**src/rtl/prefix_adder_scheduler_if.sv**
```systemverilog
// -----------------------------------------------------------------------------
// prefix_adder_scheduler_if
// Bundles the requester, shared-adder and response channels of the
// prefix_adder_scheduler.
//   req_valid/req_ready/req_a/req_b : NREQ requesters, operand i at [i*W +: W]
//   add_a/add_b/add_sum/add_cout    : shared 8-bit adder (no carry-in)
//   resp_valid/resp_ready/resp_*    : single response channel tagged with id
// Modports: slave = scheduler side, master = environment (requesters, adder,
// response consumer).
// -----------------------------------------------------------------------------
interface prefix_adder_scheduler_if #(
  parameter int NREQ   = 4,
  parameter int NBYTES = 4
);
  localparam int W   = 8 * NBYTES;
  localparam int IDW = $clog2(NREQ);

  logic [NREQ-1:0]   req_valid;
  logic [NREQ-1:0]   req_ready;
  logic [NREQ*W-1:0] req_a;
  logic [NREQ*W-1:0] req_b;
  logic [7:0]        add_a;
  logic [7:0]        add_b;
  logic [7:0]        add_sum;
  logic              add_cout;
  logic              resp_valid;
  logic              resp_ready;
  logic [W-1:0]      resp_sum;
  logic              resp_cout;
  logic [IDW-1:0]    resp_id;

  modport slave (
    input  req_valid, req_a, req_b, add_sum, add_cout, resp_ready,
    output req_ready, add_a, add_b, resp_valid, resp_sum, resp_cout, resp_id
  );

  modport master (
    output req_valid, req_a, req_b, add_sum, add_cout, resp_ready,
    input  req_ready, add_a, add_b, resp_valid, resp_sum, resp_cout, resp_id
  );
endinterface

```
**src/rtl/prefix_adder_scheduler.sv**
```systemverilog
// -----------------------------------------------------------------------------
// prefix_adder_scheduler
// Round-robin arbiter and byte sequencer for one shared 8-bit adder without
// carry-in. Each accepted request is added one byte per pass (ADD); a byte
// with an incoming carry gets a second pass adding 8'h01 (INC). The full sum,
// carry-out and requester id are held on the response channel until accepted.
// Ports:
//   clk    : rising-edge clock
//   rst    : asynchronous active-high reset
//   bus_io : prefix_adder_scheduler_if.slave (request, adder, response)
// -----------------------------------------------------------------------------
module prefix_adder_scheduler #(
  parameter int NREQ   = 4,
  parameter int NBYTES = 4
) (
  input  logic                           clk,
  input  logic                           rst,
  prefix_adder_scheduler_if.slave        bus_io
);
  localparam int W   = 8 * NBYTES;
  localparam int IDW = $clog2(NREQ);
  localparam int KW  = (NBYTES > 1) ? $clog2(NBYTES) : 1;
  localparam logic [KW-1:0]  K_LAST  = KW'(NBYTES - 1);
  localparam logic [IDW-1:0] ID_LAST = IDW'(NREQ - 1);

  typedef enum logic [1:0] {
    ST_IDLE = 2'd0,
    ST_ADD  = 2'd1,
    ST_INC  = 2'd2,
    ST_DONE = 2'd3
  } state_t;

  state_t         state_q, state_d;
  logic [IDW-1:0] ptr_q, ptr_d;
  logic [IDW-1:0] id_q, id_d;
  logic [KW-1:0]  k_q, k_d;
  logic           cin_q, cin_d;
  logic           c1_q, c1_d;
  logic [W-1:0]   a_q, a_d;
  logic [W-1:0]   b_q, b_d;
  logic [W-1:0]   sum_q, sum_d;
  logic [7:0]     add_a_q, add_a_d;
  logic [7:0]     add_b_q, add_b_d;

  logic           win_found_s;
  logic [IDW-1:0] win_idx_s;
  logic [NREQ-1:0] req_ready_s;
  logic [KW-1:0]  k_nxt_s;

  assign k_nxt_s = k_q + KW'(1);

  // Round-robin search: first valid at or above ptr, then wrap below ptr.
  always_comb begin
    win_found_s = 1'b0;
    win_idx_s   = '0;
    for (int i = 0; i < NREQ; i++) begin
      if (!win_found_s && bus_io.req_valid[i] && (IDW'(i) >= ptr_q)) begin
        win_found_s = 1'b1;
        win_idx_s   = IDW'(i);
      end else begin
        win_found_s = win_found_s;
      end
    end
    for (int i = 0; i < NREQ; i++) begin
      if (!win_found_s && bus_io.req_valid[i] && (IDW'(i) < ptr_q)) begin
        win_found_s = 1'b1;
        win_idx_s   = IDW'(i);
      end else begin
        win_found_s = win_found_s;
      end
    end
  end

  // Grant is combinational in IDLE and suppressed while reset is asserted.
  always_comb begin
    req_ready_s = '0;
    if (!rst && (state_q == ST_IDLE) && win_found_s) begin
      req_ready_s[win_idx_s] = 1'b1;
    end else begin
      req_ready_s = '0;
    end
  end

  // Next-state logic: arbitration, byte passes and response hold.
  always_comb begin
    state_d = state_q;
    ptr_d   = ptr_q;
    id_d    = id_q;
    k_d     = k_q;
    cin_d   = cin_q;
    c1_d    = c1_q;
    a_d     = a_q;
    b_d     = b_q;
    sum_d   = sum_q;
    add_a_d = 8'h00;
    add_b_d = 8'h00;
    case (state_q)
      ST_IDLE: begin
        if (win_found_s) begin
          a_d     = bus_io.req_a[int'(win_idx_s)*W +: W];
          b_d     = bus_io.req_b[int'(win_idx_s)*W +: W];
          id_d    = win_idx_s;
          ptr_d   = (win_idx_s == ID_LAST) ? IDW'(0) : win_idx_s + IDW'(1);
          k_d     = KW'(0);
          cin_d   = 1'b0;
          c1_d    = 1'b0;
          add_a_d = bus_io.req_a[int'(win_idx_s)*W +: 8];
          add_b_d = bus_io.req_b[int'(win_idx_s)*W +: 8];
          state_d = ST_ADD;
        end else begin
          state_d = ST_IDLE;
        end
      end
      ST_ADD: begin
        sum_d[int'(k_q)*8 +: 8] = bus_io.add_sum;
        c1_d = bus_io.add_cout;
        // Byte 0 never has a carry-in, so the k check only guards stale cin.
        if ((k_q != KW'(0)) && cin_q) begin
          add_a_d = bus_io.add_sum;
          add_b_d = 8'h01;
          state_d = ST_INC;
        end else begin
          cin_d = bus_io.add_cout;
          if (k_q == K_LAST) begin
            state_d = ST_DONE;
          end else begin
            k_d     = k_nxt_s;
            add_a_d = a_q[int'(k_nxt_s)*8 +: 8];
            add_b_d = b_q[int'(k_nxt_s)*8 +: 8];
            state_d = ST_ADD;
          end
        end
      end
      ST_INC: begin
        sum_d[int'(k_q)*8 +: 8] = bus_io.add_sum;
        // A+B <= 0x1FE, so the +1 pass can only carry when pass 1 did not.
        cin_d = c1_q | bus_io.add_cout;
        if (k_q == K_LAST) begin
          state_d = ST_DONE;
        end else begin
          k_d     = k_nxt_s;
          add_a_d = a_q[int'(k_nxt_s)*8 +: 8];
          add_b_d = b_q[int'(k_nxt_s)*8 +: 8];
          state_d = ST_ADD;
        end
      end
      ST_DONE: begin
        if (bus_io.resp_ready) begin
          state_d = ST_IDLE;
        end else begin
          state_d = ST_DONE;
        end
      end
      default: begin
        state_d = ST_IDLE;
      end
    endcase
  end

  // State and datapath registers with asynchronous reset.
  always_ff @(posedge clk or posedge rst) begin
    if (rst) begin
      state_q <= ST_IDLE;
      ptr_q   <= '0;
      id_q    <= '0;
      k_q     <= '0;
      cin_q   <= 1'b0;
      c1_q    <= 1'b0;
      a_q     <= '0;
      b_q     <= '0;
      sum_q   <= '0;
      add_a_q <= 8'h00;
      add_b_q <= 8'h00;
    end else begin
      state_q <= state_d;
      ptr_q   <= ptr_d;
      id_q    <= id_d;
      k_q     <= k_d;
      cin_q   <= cin_d;
      c1_q    <= c1_d;
      a_q     <= a_d;
      b_q     <= b_d;
      sum_q   <= sum_d;
      add_a_q <= add_a_d;
      add_b_q <= add_b_d;
    end
  end

  // After the last pass cin holds the carry out of bit W-1.
  assign bus_io.req_ready  = req_ready_s;
  assign bus_io.add_a      = add_a_q;
  assign bus_io.add_b      = add_b_q;
  assign bus_io.resp_valid = (state_q == ST_DONE);
  assign bus_io.resp_sum   = sum_q;
  assign bus_io.resp_cout  = cin_q;
  assign bus_io.resp_id    = id_q;

endmodule

```
**src/flat_wrapper.sv**
```systemverilog
// flat-port wrapper written by rule: the top's interface ports become plain ports
module prefix_adder_scheduler_flat 
#(
  parameter int NREQ   = 4,
  parameter int NBYTES = 4
)
  (clk, rst, bus_io_req_valid, bus_io_req_a, bus_io_req_b, bus_io_add_sum, bus_io_add_cout, bus_io_resp_ready, bus_io_req_ready, bus_io_add_a, bus_io_add_b, bus_io_resp_valid, bus_io_resp_sum, bus_io_resp_cout, bus_io_resp_id);
  prefix_adder_scheduler_if #(.NREQ(NREQ), .NBYTES(NBYTES)) bus_io_i ();
  input  logic clk;
  input  logic rst;
  input wire logic [$bits(bus_io_i.req_valid)-1:0] bus_io_req_valid;
  input wire logic [$bits(bus_io_i.req_a)-1:0] bus_io_req_a;
  input wire logic [$bits(bus_io_i.req_b)-1:0] bus_io_req_b;
  input wire logic [$bits(bus_io_i.add_sum)-1:0] bus_io_add_sum;
  input wire logic [$bits(bus_io_i.add_cout)-1:0] bus_io_add_cout;
  input wire logic [$bits(bus_io_i.resp_ready)-1:0] bus_io_resp_ready;
  output wire logic [$bits(bus_io_i.req_ready)-1:0] bus_io_req_ready;
  output wire logic [$bits(bus_io_i.add_a)-1:0] bus_io_add_a;
  output wire logic [$bits(bus_io_i.add_b)-1:0] bus_io_add_b;
  output wire logic [$bits(bus_io_i.resp_valid)-1:0] bus_io_resp_valid;
  output wire logic [$bits(bus_io_i.resp_sum)-1:0] bus_io_resp_sum;
  output wire logic [$bits(bus_io_i.resp_cout)-1:0] bus_io_resp_cout;
  output wire logic [$bits(bus_io_i.resp_id)-1:0] bus_io_resp_id;
  assign bus_io_i.req_valid = bus_io_req_valid;
  assign bus_io_i.req_a = bus_io_req_a;
  assign bus_io_i.req_b = bus_io_req_b;
  assign bus_io_i.add_sum = bus_io_add_sum;
  assign bus_io_i.add_cout = bus_io_add_cout;
  assign bus_io_i.resp_ready = bus_io_resp_ready;
  assign bus_io_req_ready = bus_io_i.req_ready;
  assign bus_io_add_a = bus_io_i.add_a;
  assign bus_io_add_b = bus_io_i.add_b;
  assign bus_io_resp_valid = bus_io_i.resp_valid;
  assign bus_io_resp_sum = bus_io_i.resp_sum;
  assign bus_io_resp_cout = bus_io_i.resp_cout;
  assign bus_io_resp_id = bus_io_i.resp_id;
  prefix_adder_scheduler #(.NREQ(NREQ), .NBYTES(NBYTES)) u_core (.clk(clk), .rst(rst), .bus_io(bus_io_i));
endmodule
```
**config.mk**
```make
export PLATFORM = sky130hd
export DESIGN_NAME = prefix_adder_scheduler_flat
export DESIGN_NICKNAME = d
export VERILOG_FILES = /design/src/rtl/prefix_adder_scheduler_if.sv /design/src/rtl/prefix_adder_scheduler.sv /design/src/flat_wrapper.sv
export SDC_FILE = /design/constraint.sdc
export NUM_CORES = 1
export LEC_CHECK = 0
export CAP_MARGIN = 40
export CELL_PAD_IN_SITES_DETAIL_PLACEMENT = 0
export CELL_PAD_IN_SITES_GLOBAL_PLACEMENT = 1
export CORE_MARGIN = 2
export CORE_UTILIZATION = 49
export CTS_BUF_LIST = sky130_fd_sc_hd__clkbuf_8
export DETAILED_ROUTE_END_ITERATION = 8
export DONT_BUFFER_PORTS = 1
export HOLD_SLACK_MARGIN = 0.15
export PLACE_DENSITY_LB_ADDON = 0.1
export SLEW_MARGIN = 25
export SYNTH_ARGS = -nofsm -noshare
export SYNTH_HDL_FRONTEND = slang
export SYNTH_SLANG_ARGS = --single-unit
```
**constraint.sdc**
```tcl
create_clock -name clk -period 7 [get_ports clk]
set_clock_uncertainty 0.05 [all_clocks]
set_input_delay 1.4 -clock clk [delete_from_list [all_inputs] [get_ports clk]]
set_output_delay 1.4 -clock clk [all_outputs]
set_load 0.1 [all_outputs]
```
Word-level counts from Yosys, hierarchy flattened --
Index checks and enable logic that the tools add are counted.
Storage, ports and cells: bits in registers 122, latch bits 0, bits in writable memories 0, bits in read-only memories 0, bits of input ports 272, output and inout port bits 56, memories 0
Operators by class: add/sub/neg operators 3, multiply operators 0, div/mod/pow operators 0, order comparisons 10, equal/unequal tests 7, shift operators 8, muxes and demuxes 41, bitwise logic cells 1, reductions and logical operators 35
Operators with widths (count):
- $shiftx A128 B8 Y32 | 2
- $shiftx A128 B8 Y8 | 2
- $shiftx A32 B6 Y8 | 2
- $mux W8 | 6
- $pmux W8 S3 | 2
- $neg A5 Y33 | 1
- $shift A8 B33 Y32 const A | 1
- $shiftx A8 B33 Y32 | 1
- $bwmux W32 | 1
- $mux W2 | 13
- $logic_and A1 B1 Y1 | 19
- $mux W1 | 13
- $eq A2 B2 Y1 const B | 4
- $logic_not A1 Y1 | 8
- $pmux W2 S4 | 1
- $pmux W2 S3 | 1
- $add A2 B1 Y2 const B | 2
- $ge A1 B2 Y1 const A | 2
- $ge A2 B2 Y1 const A | 2
- $lt A1 B2 Y1 const A | 2
- $lt A2 B2 Y1 const A | 2
- $mux W4 | 1
- $reduce_and A2 Y1 | 2
- $reduce_bool A2 Y1 | 2
- 13 further kinds | 13

Depth between registers and ports, before layout --
Gate-level depths: netlist (run 1).
word-level depth 36, mapped depth 9

Least setup slack after synthesis (run 1) --
No wires, ideal clock.
kind input to output, start input rst, end output bus_io_req_ready[0], data arrival time 5058 ps, setup slack 492 ps, stages 2, path buffers 0, cells stage by stage inv_1 and3_1
On the way: longest elaborated chain between the ends 4
RTL lines:
- start, declared | line flat_wrapper.sv:10 | input logic rst;
- $logic_not A1 Y1 | line prefix_adder_scheduler.sv:77 | if (!rst && (state_q == ST_IDLE) && win_found_s) begin
- $logic_and A1 B1 Y1 (2 in series) | line prefix_adder_scheduler.sv:77
- $mux W4 | line prefix_adder_scheduler.sv:77
- end, declared | line flat_wrapper.sv:17 | output wire logic [$bits(bus_io_i.req_ready)-1:0] bus_io_req_ready;
Every way passes these cells.

Worst setup path in the final report (run 1) --
start input bus_io_req_valid[2], end output bus_io_req_ready[0]
On the way: longest elaborated chain between the ends 28, elaborated cells between the ends (all ways) 36, classes of those cells 2 x order compare; 15 x mux; 19 x reduce/logical
RTL lines:
- start, declared | line flat_wrapper.sv:11 | input wire logic [$bits(bus_io_i.req_valid)-1:0] bus_io_req_valid;
- $logic_and A1 B1 Y1 (2 in series) | line prefix_adder_scheduler.sv:57 | if (!win_found_s && bus_io.req_valid[i] && (IDW'(i) >= ptr_q)) begin
- $mux W1 | line prefix_adder_scheduler.sv:57
- $logic_not A1 Y1 | line prefix_adder_scheduler.sv:57
- $logic_and A1 B1 Y1 (2 in series) | line prefix_adder_scheduler.sv:57
- $mux W1 | line prefix_adder_scheduler.sv:57
- $logic_not A1 Y1 | line prefix_adder_scheduler.sv:65 | if (!win_found_s && bus_io.req_valid[i] && (IDW'(i) < ptr_q)) begin
- $logic_and A1 B1 Y1 (2 in series) | line prefix_adder_scheduler.sv:65
- $mux W1 | line prefix_adder_scheduler.sv:65
- [... 9 more ...]
- $logic_and A1 B1 Y1 (2 in series) | line prefix_adder_scheduler.sv:65
- $mux W2 * | line prefix_adder_scheduler.sv:65
- net u_core.win_idx_s[0] | line prefix_adder_scheduler.sv:46 | logic [IDW-1:0] win_idx_s;
- $lt A2 B3 Y1 (implied by the code) / $ge A2 B1 Y1 (equally long branches) | line prefix_adder_scheduler.sv:78 | req_ready_s[win_idx_s] = 1'b1;
- $logic_and A1 B1 Y1 (implied by the code) | line prefix_adder_scheduler.sv:78
- $mux W1 (implied by the code) | line prefix_adder_scheduler.sv:78
- $demux W1 S2 *
- $mux W4 * | line prefix_adder_scheduler.sv:77
Mark *: on every way through the listed nets, which the timed path passes. The rest lies on a longest branch.

==> impl_results.md, run 1 <==
* Status: finished, final reports clean
* Most common cell in the netlist: dfrtp_1
* DP HPWL at 18,000 um
* Filler instances at roughly 1,200
* DRC errors left at 0
* Slew HR at 0.391
* Pre-CTS WS at 1.94 ns
* DRT Pass-1 Iters at 5
* Synthesized flop and latch total at 122
* Leakage at between 4 and 5 nW
* Period minus WS final at 5.10 ns
* CTS tree: built
* Crit path arrival time at 3.65 ns
* Top_reg_cell synth: dfrtp_1
* Clock root buffer: clkbuf_8
* CTS resizes at 0
* Worst setup margin at approximately 1.9 ns
* Mapped Cells at between 700 and 800
* Clock Latency Late Sink at 0.44 ns
* Synth area leaders: dfrtp_1 41%, mux2i_1 11%, nand2_1 5.1%
* Synth area leader: dfrtp_1
* Initial Util at 0.506
* Setup Viol. Count Final at 0
* Gr ovfl total at 0
* Post-Syn Area per Cell at 10.0 um2
* Gr usage total at 0.290
* Vias at slightly above 6,000
* Die area at 16,100 um2
* PwrDens at 561 nW/um2
* CP max FO at 33
* DP Area at roughly 8400 um2
* Syn-to-layout area delta at 20.8%
* Crit. End Element: primary output
* Cell Area, Synth at 7410 um2
* Ratio of cells with drive above 1 in the final layout at 0.134
* Core footprint at 14,600 um2
* Htree depth at 4
* RSZ-0062 raised after global routing: no
* Top sig layer: met4
* Crit path largest cell delay at between 0.6 and 0.7 ns
* PortBufs at 0
* DR vias/cell at approximately 6.4
* Largest net degree at the start of global routing at 99
* # rows at 44
* Sequential fraction of the synthesis area at 0.412
* Vias in the first global route at just over 6,000
* Crit-path cells: nor2b_1 -> or4b_2 -> nand2_4 -> inv_2 -> buf_4 -> ha_1 -> and3_1 -> buf_8
* Routed WL per cell at 24.9 um
* IO Pins at ~330
* Final nets at ~1,100
* Worst-margin pin slew at between 0.9 and 1 ns
* Pins Over Slew Limit at 0
* Postcts setup bufs at 0
* FFs w/ async S/R, synth at 1.00
* Synth warn at 0
* Synth unique cells at 44
* Clock buffer count from CTS at 17
* Syn Nets at between 1,000 and 1,500
* Fin. Hold Viols at 0
* Finished Layout Cells at ~1,000
* Global-route wire length before repair at about 35,000 um
* Initial antenna violation count at 3
* EDFF count, synth at 0
* Period utilization at 0.729
* Data required, critical path at about 5.6 ns
* Max_cap viols at 0
* Synth top area share at 0.412
* CTS Buffer Depth at 2
* Die Wd at ~130 um
* Worst vdd ir at around 0.00027 V
* Clk pin slew, worst setup/hold paths at roughly 0.06 ns
* F_max at 0.196 GHz
* Initial DRC Count at approximately 440
* Number of routed nets with antenna violations at 0
* Die outline height at approximately 130 um
* Design area at 8950 um2
* Routability cong. at around 0.84
* Met2 Wirelength at 12,000 um
* Setup TNS at 0 ns
* # hold bufs at CTS at 0
* Post-Route WL at roughly 24,000 um
* Routed met1 length at 10,100 um
* HP Class: reg2reg
* Cells after DPL at between 900 and 1,000
* WS Path Type: in2out
* DR WL met3 at 1840 um
* Top post-synthesis cells by count: 122 x dfrtp_1, 101 x nand2_1, 79 x mux2i_1
* CP startpoint kind: input port
* Critical path's slowest cell: or4b_2
* TritonCTS Sinks at 122
==> cell usage in the layout (no fill, tap or decap), types with 6 or more instances in the layout <==
| master | n |
|---|---|
| buf_1 | 23 |
| o21ai_0 | 22 |
| clkbuf_8 | 19 |
| nand2_1 | 101 |
| and3_1 | 54 |
| a22o_1 | 32 |
| inv_1 | 17 |
| clkbuf_1 | 10 |
| o31ai_1 | 9 |
| nand2b_1 | 9 |
| ha_1 | 13 |
| a21boi_0 | 43 |
| buf_16 | 33 |
| dfrtp_1 | 121 |
| buf_4 | 9 |
| o211ai_1 | 49 |
| a21oi_1 | 6 |
| a21boi_1 | 7 |
| nor2b_1 | 6 |
| mux2i_1 | 79 |
| o221ai_1 | 31 |
| nor2_1 | 8 |
| mux4_2 | 16 |
| o21ai_1 | 29 |
==> through the flow <==
stage               utilization  hold slack (ns)  total power [mW]
floorplan                     -            0.401              3.41
global placement          0.507            0.424              3.78
detailed placement        0.572            0.435              4.32
CTS                       0.597            0.450              4.93
global route              0.611            0.467              5.29
finish                    0.611            0.452              5.02
==> final timing paths <==
path | from | endpoint | slack, ns | cells past startpoint
max | bus_io_req_valid[2] | bus_io_req_ready[0] | 1.90 | 8
min in group asynchronous | rst | u_core.a_q[24] | 0.80 | 1
max reg2reg | u_core.k_q[0] | u_core.bus_io.add_b[4] | 4.05 | 7
max in group asynchronous | rst | u_core.b_q[4] | 5.13 | 3
min reg2reg | u_core.a_q[19] | u_core.a_q[19] | 0.45 | 2
min | u_core.a_q[19] | u_core.a_q[19] | 0.45 | 2
==> layer usage <==
layer  global-route usage  up-vias
li1                     -     2842
met1                0.381     3060
met2                0.479      302
met3               0.0696       29
met4               0.0860        0
met5                    0        -
==> worst max-delay path, delay by kind of cell <==
family	cells	cell delay, ns
fa+ha+maj	1	0.27
buf+inv	3	0.78
simple gates	4	1.13
==> final cells by class <==
type | count | area (um2) | share of cell area
well taps | 184 | 230 | 0.0257
clock inverters | 12 | 110 | 0.0123
repair buffers | 83 | 1210 | 0.136
diodes | 2 | 5.00 | 0.000559
flip-flops and latches | 122 | 3050 | 0.341
clock buffers | 19 | 262 | 0.0292
multi-input cells | 537 | 4010 | 0.448
inverters | 16 | 65.1 | 0.00727
==> power by group <==
group	internal, mW	total, mW	switching [mW]
sequential	1.02	1.62	0.601
combinational	1.17	2.80	1.63
clock	0.325	0.603	0.278
==> flip-flops by register name, indices dropped and copies added, names as in the netlist <==
signal	flops
u_core.b_q	32
u_core.bus_io.add_b	8
u_core.c1_q	1
u_core.ptr_q	2
u_core.bus_io.resp_cout	1
u_core.a_q	32
u_core.k_q	2
u_core.bus_io.add_a	8
u_core.bus_io.resp_id	2
u_core.state_q	2
u_core.bus_io.resp_sum	32
==> cell families (layout without fill, tap and decap cells) <==
kind of cell               Yosys count  count (layout)  synth area share
buffers and inverters               79             130            0.0493
DFF                                122             122             0.412
AOI/OAI and AO/OA                  237             237             0.232
adders and majority gates           13              13            0.0220
other                                0               2                 0
and+or+nand+nor                    191             191             0.128
muxes                               96              96             0.157
(Power assumes the default switching activity.)
==> run 2: changes to the inputs <==
Clock period 7 ns to 5.21 ns, I/O delays scaled along.
==> run 2 against run 1 <==
- first-iteration DRC count fell by 8.9%
- worst hold slack worse by 0.093 ns
- flip-flop and latch count is the same
- critical path depth down 1
- core utilization hardly changed
- register-to-register slack got worse by 1.7 ns
- cell count fell by 0.21%
- global-route usage is 0.52 points lower
- total power up 35%
- via count is 0.66% higher
- largest cell class unchanged
- highest routed layer is now met5
==> impl_results.md, run 2 (synthesized netlist as in run 1, its figures left out) <==
* Die area at 16,100 um2 (unchanged)
* DR vias/cell at 6.45 (was 6.39)
* CP startpoint kind: input port (unchanged)
* Setup Viol. Count Final at 0 (unchanged)
* RR Startpoint: u_core.k_q[0] (unchanged)
* Clock buffer count from CTS at 17 (unchanged)
* Max_cap viols at 0 (unchanged)
* Worst-margin pin slew at 0.914 ns (about the same)
* PwrDens at 756 nW/um2 (was 561 nW/um2)
* HP Class: in2async (was reg2reg)
* Routability cong. at 0.841 (was 0.838)
* Die outline height at 127 um (unchanged)
* Initial Util at 0.506 (unchanged)
* Final Util at 0.612 (was 0.611)
* Clock Latency Late Sink at 0.44 ns (about the same)
* RSZ-0062 raised after global routing: no (unchanged)
* PortBufs at 0 (unchanged)
* Global-route wire length before repair at 34,800 um (was 35,500 um)
* Clock root buffer: clkbuf_8 (unchanged)
* Slew HR at 0.391 (about the same)
* Reg2Reg Depth at 5 (was 7)
* Post-Route WL at 23,800 um (was 24,200 um)
* Core footprint at 14,600 um2 (unchanged)
* Final nets at 1,062 (unchanged)
* Die Wd at 127 um (unchanged)
* Postcts setup bufs at 0 (unchanged)
* Worst R2R Setup Slack at 2.32 ns (was 4.05 ns)
* Syn-to-layout area delta at 20.9% (was 20.8%)
* Largest net degree at the start of global routing at 99 (unchanged)
* Ant. Diodes at 0 (was 2)
* Gr ovfl total at 0 (unchanged)
* Gr usage total at 0.285 (was 0.290)
* Initial antenna violation count at 2 (was 3)
* CP max FO at 23 (was 33)
* Htree depth at 4 (unchanged)
* Period utilization at 0.766
* Leakage at 4.08 nW (about the same)
* DP HPWL at 18,000 um (about the same)
* Reg-to-Reg End: u_core.bus_io.resp_sum[26] (was u_core.bus_io.add_b[4])
* Crit. End Element: primary output (unchanged)
* Pins Over Slew Limit at 0 (unchanged)
* Ratio of cells with drive above 1 in the final layout at 0.138 (was 0.134)
* F_max at 0.250 GHz
* Setup TNS at 0 ns (unchanged)
* Clk pin slew, worst setup/hold paths at 0.07 ns (was 0.06 ns)
* Period minus WS final at around 4.0 ns
* DRC errors left at 0 (unchanged)
* Vias in the first global route at 6,142 (was 6,235)
* Crit path arrival time at 2.90 ns (was 3.65 ns)
* # hold bufs at CTS at 0 (unchanged)
* Status: finished, final reports clean (unchanged)
* CTS tree: built (unchanged)
* DRT Pass-1 Iters at 5 (unchanged)
* Number of routed nets with antenna violations at 0 (unchanged)
* Worst vdd ir at 0.000371 V (was 0.000271 V)
* # rows at 44 (unchanged)
* Hold slack at 0.358 ns (was 0.452 ns)
* Data required, critical path at 4.12 ns (was 5.55 ns)
* Vias at 6,274 (was 6,233)
* TritonCTS Sinks at 122 (unchanged)
* IO Pins at 328 (unchanged)
* Commonest non-fill, non-tap cell in the layout: dfrtp_1 (unchanged)
* Fin. Hold Viols at 0 (unchanged)
* CTS resizes at 0 (unchanged)
* Commonest cells after routing, fill and taps aside: 122 x dfrtp_1, 101 x nand2_1, 79 x mux2i_1 (was 121 x dfrtp_1, 101 x nand2_1, 79 x mux2i_1)
* Initial DRC Count at 398 (was 437)
* WS Path Type: in2out (unchanged)
* CTS Buffer Depth at 2 (unchanged)
* Routed WL per cell at 24.5 um (was 24.9 um)
run 2: where the power goes:
part           switching, mW  internal, mW
Clock                  0.380         0.436
Sequential             0.789          1.37
Combinational           2.21          1.59
Total                   3.37          3.40
run 2: worst max-delay path by stage:
stage	start	to	slack (ns)	cells after the start
after CTS	bus_io_req_valid[0]	bus_io_req_ready[2]	1.21	7
after detailed placement	bus_io_req_valid[0]	bus_io_req_ready[2]	1.21	7
after global placement	bus_io_req_valid[0]	bus_io_req_ready[0]	1.26	7
after global routing	bus_io_req_valid[0]	bus_io_req_ready[0]	1.14	7
after floorplan	rst	bus_io_req_ready[0]	0.40	2
final	bus_io_req_valid[0]	bus_io_req_ready[2]	1.22	7
run 2: cell type report:
type | count | area (um2)
clock buffer | 19 | 262
fill | 1199 | 5690
tap | 184 | 230
timing repair buffer | 83 | 1220
inverter | 16 | 63.8
sequential | 122 | 3050
multi-input combinational | 537 | 4020
clock inverter | 12 | 109
run 2: metal layers:
layer / wire (um) / share of wire / vias up / track usage
li1: - / - / 2849 / -
met1: 9820 / 0.41 / 3050 / 0.378
met2: 11700 / 0.49 / 340 / 0.474
met3: 1860 / 0.078 / 33 / 0.0590
met4: 432 / 0.018 / 2 / 0.0840
met5: 13 / 0.00055 / - / 0
run 2: worst max-delay path: stages:
cell     delay, ns
nor2b_1       0.11
or4b_2        0.70
nand2_4       0.14
inv_2         0.24
ha_1          0.29
and3_1        0.14
buf_4         0.23
run 2: through the flow:
| stage | area, um2 | cells | setup WS (ns) | power (mW) |
|---|---|---|---|---|
| 2_1_floorplan | 7410 | 738 | 0.396 | 4.59 |
| 3_3_place_gp | 7460 | 872 | 1.26 | 5.08 |
| 3_5_place_dp | 8350 | 922 | 1.21 | 5.82 |
| 4_1_cts | 8720 | 953 | 1.21 | 6.63 |
| 5_1_grt | 8960 | 973 | 1.14 | 7.14 |
| 6_report | 8960 | 973 | 1.22 | 6.77 |
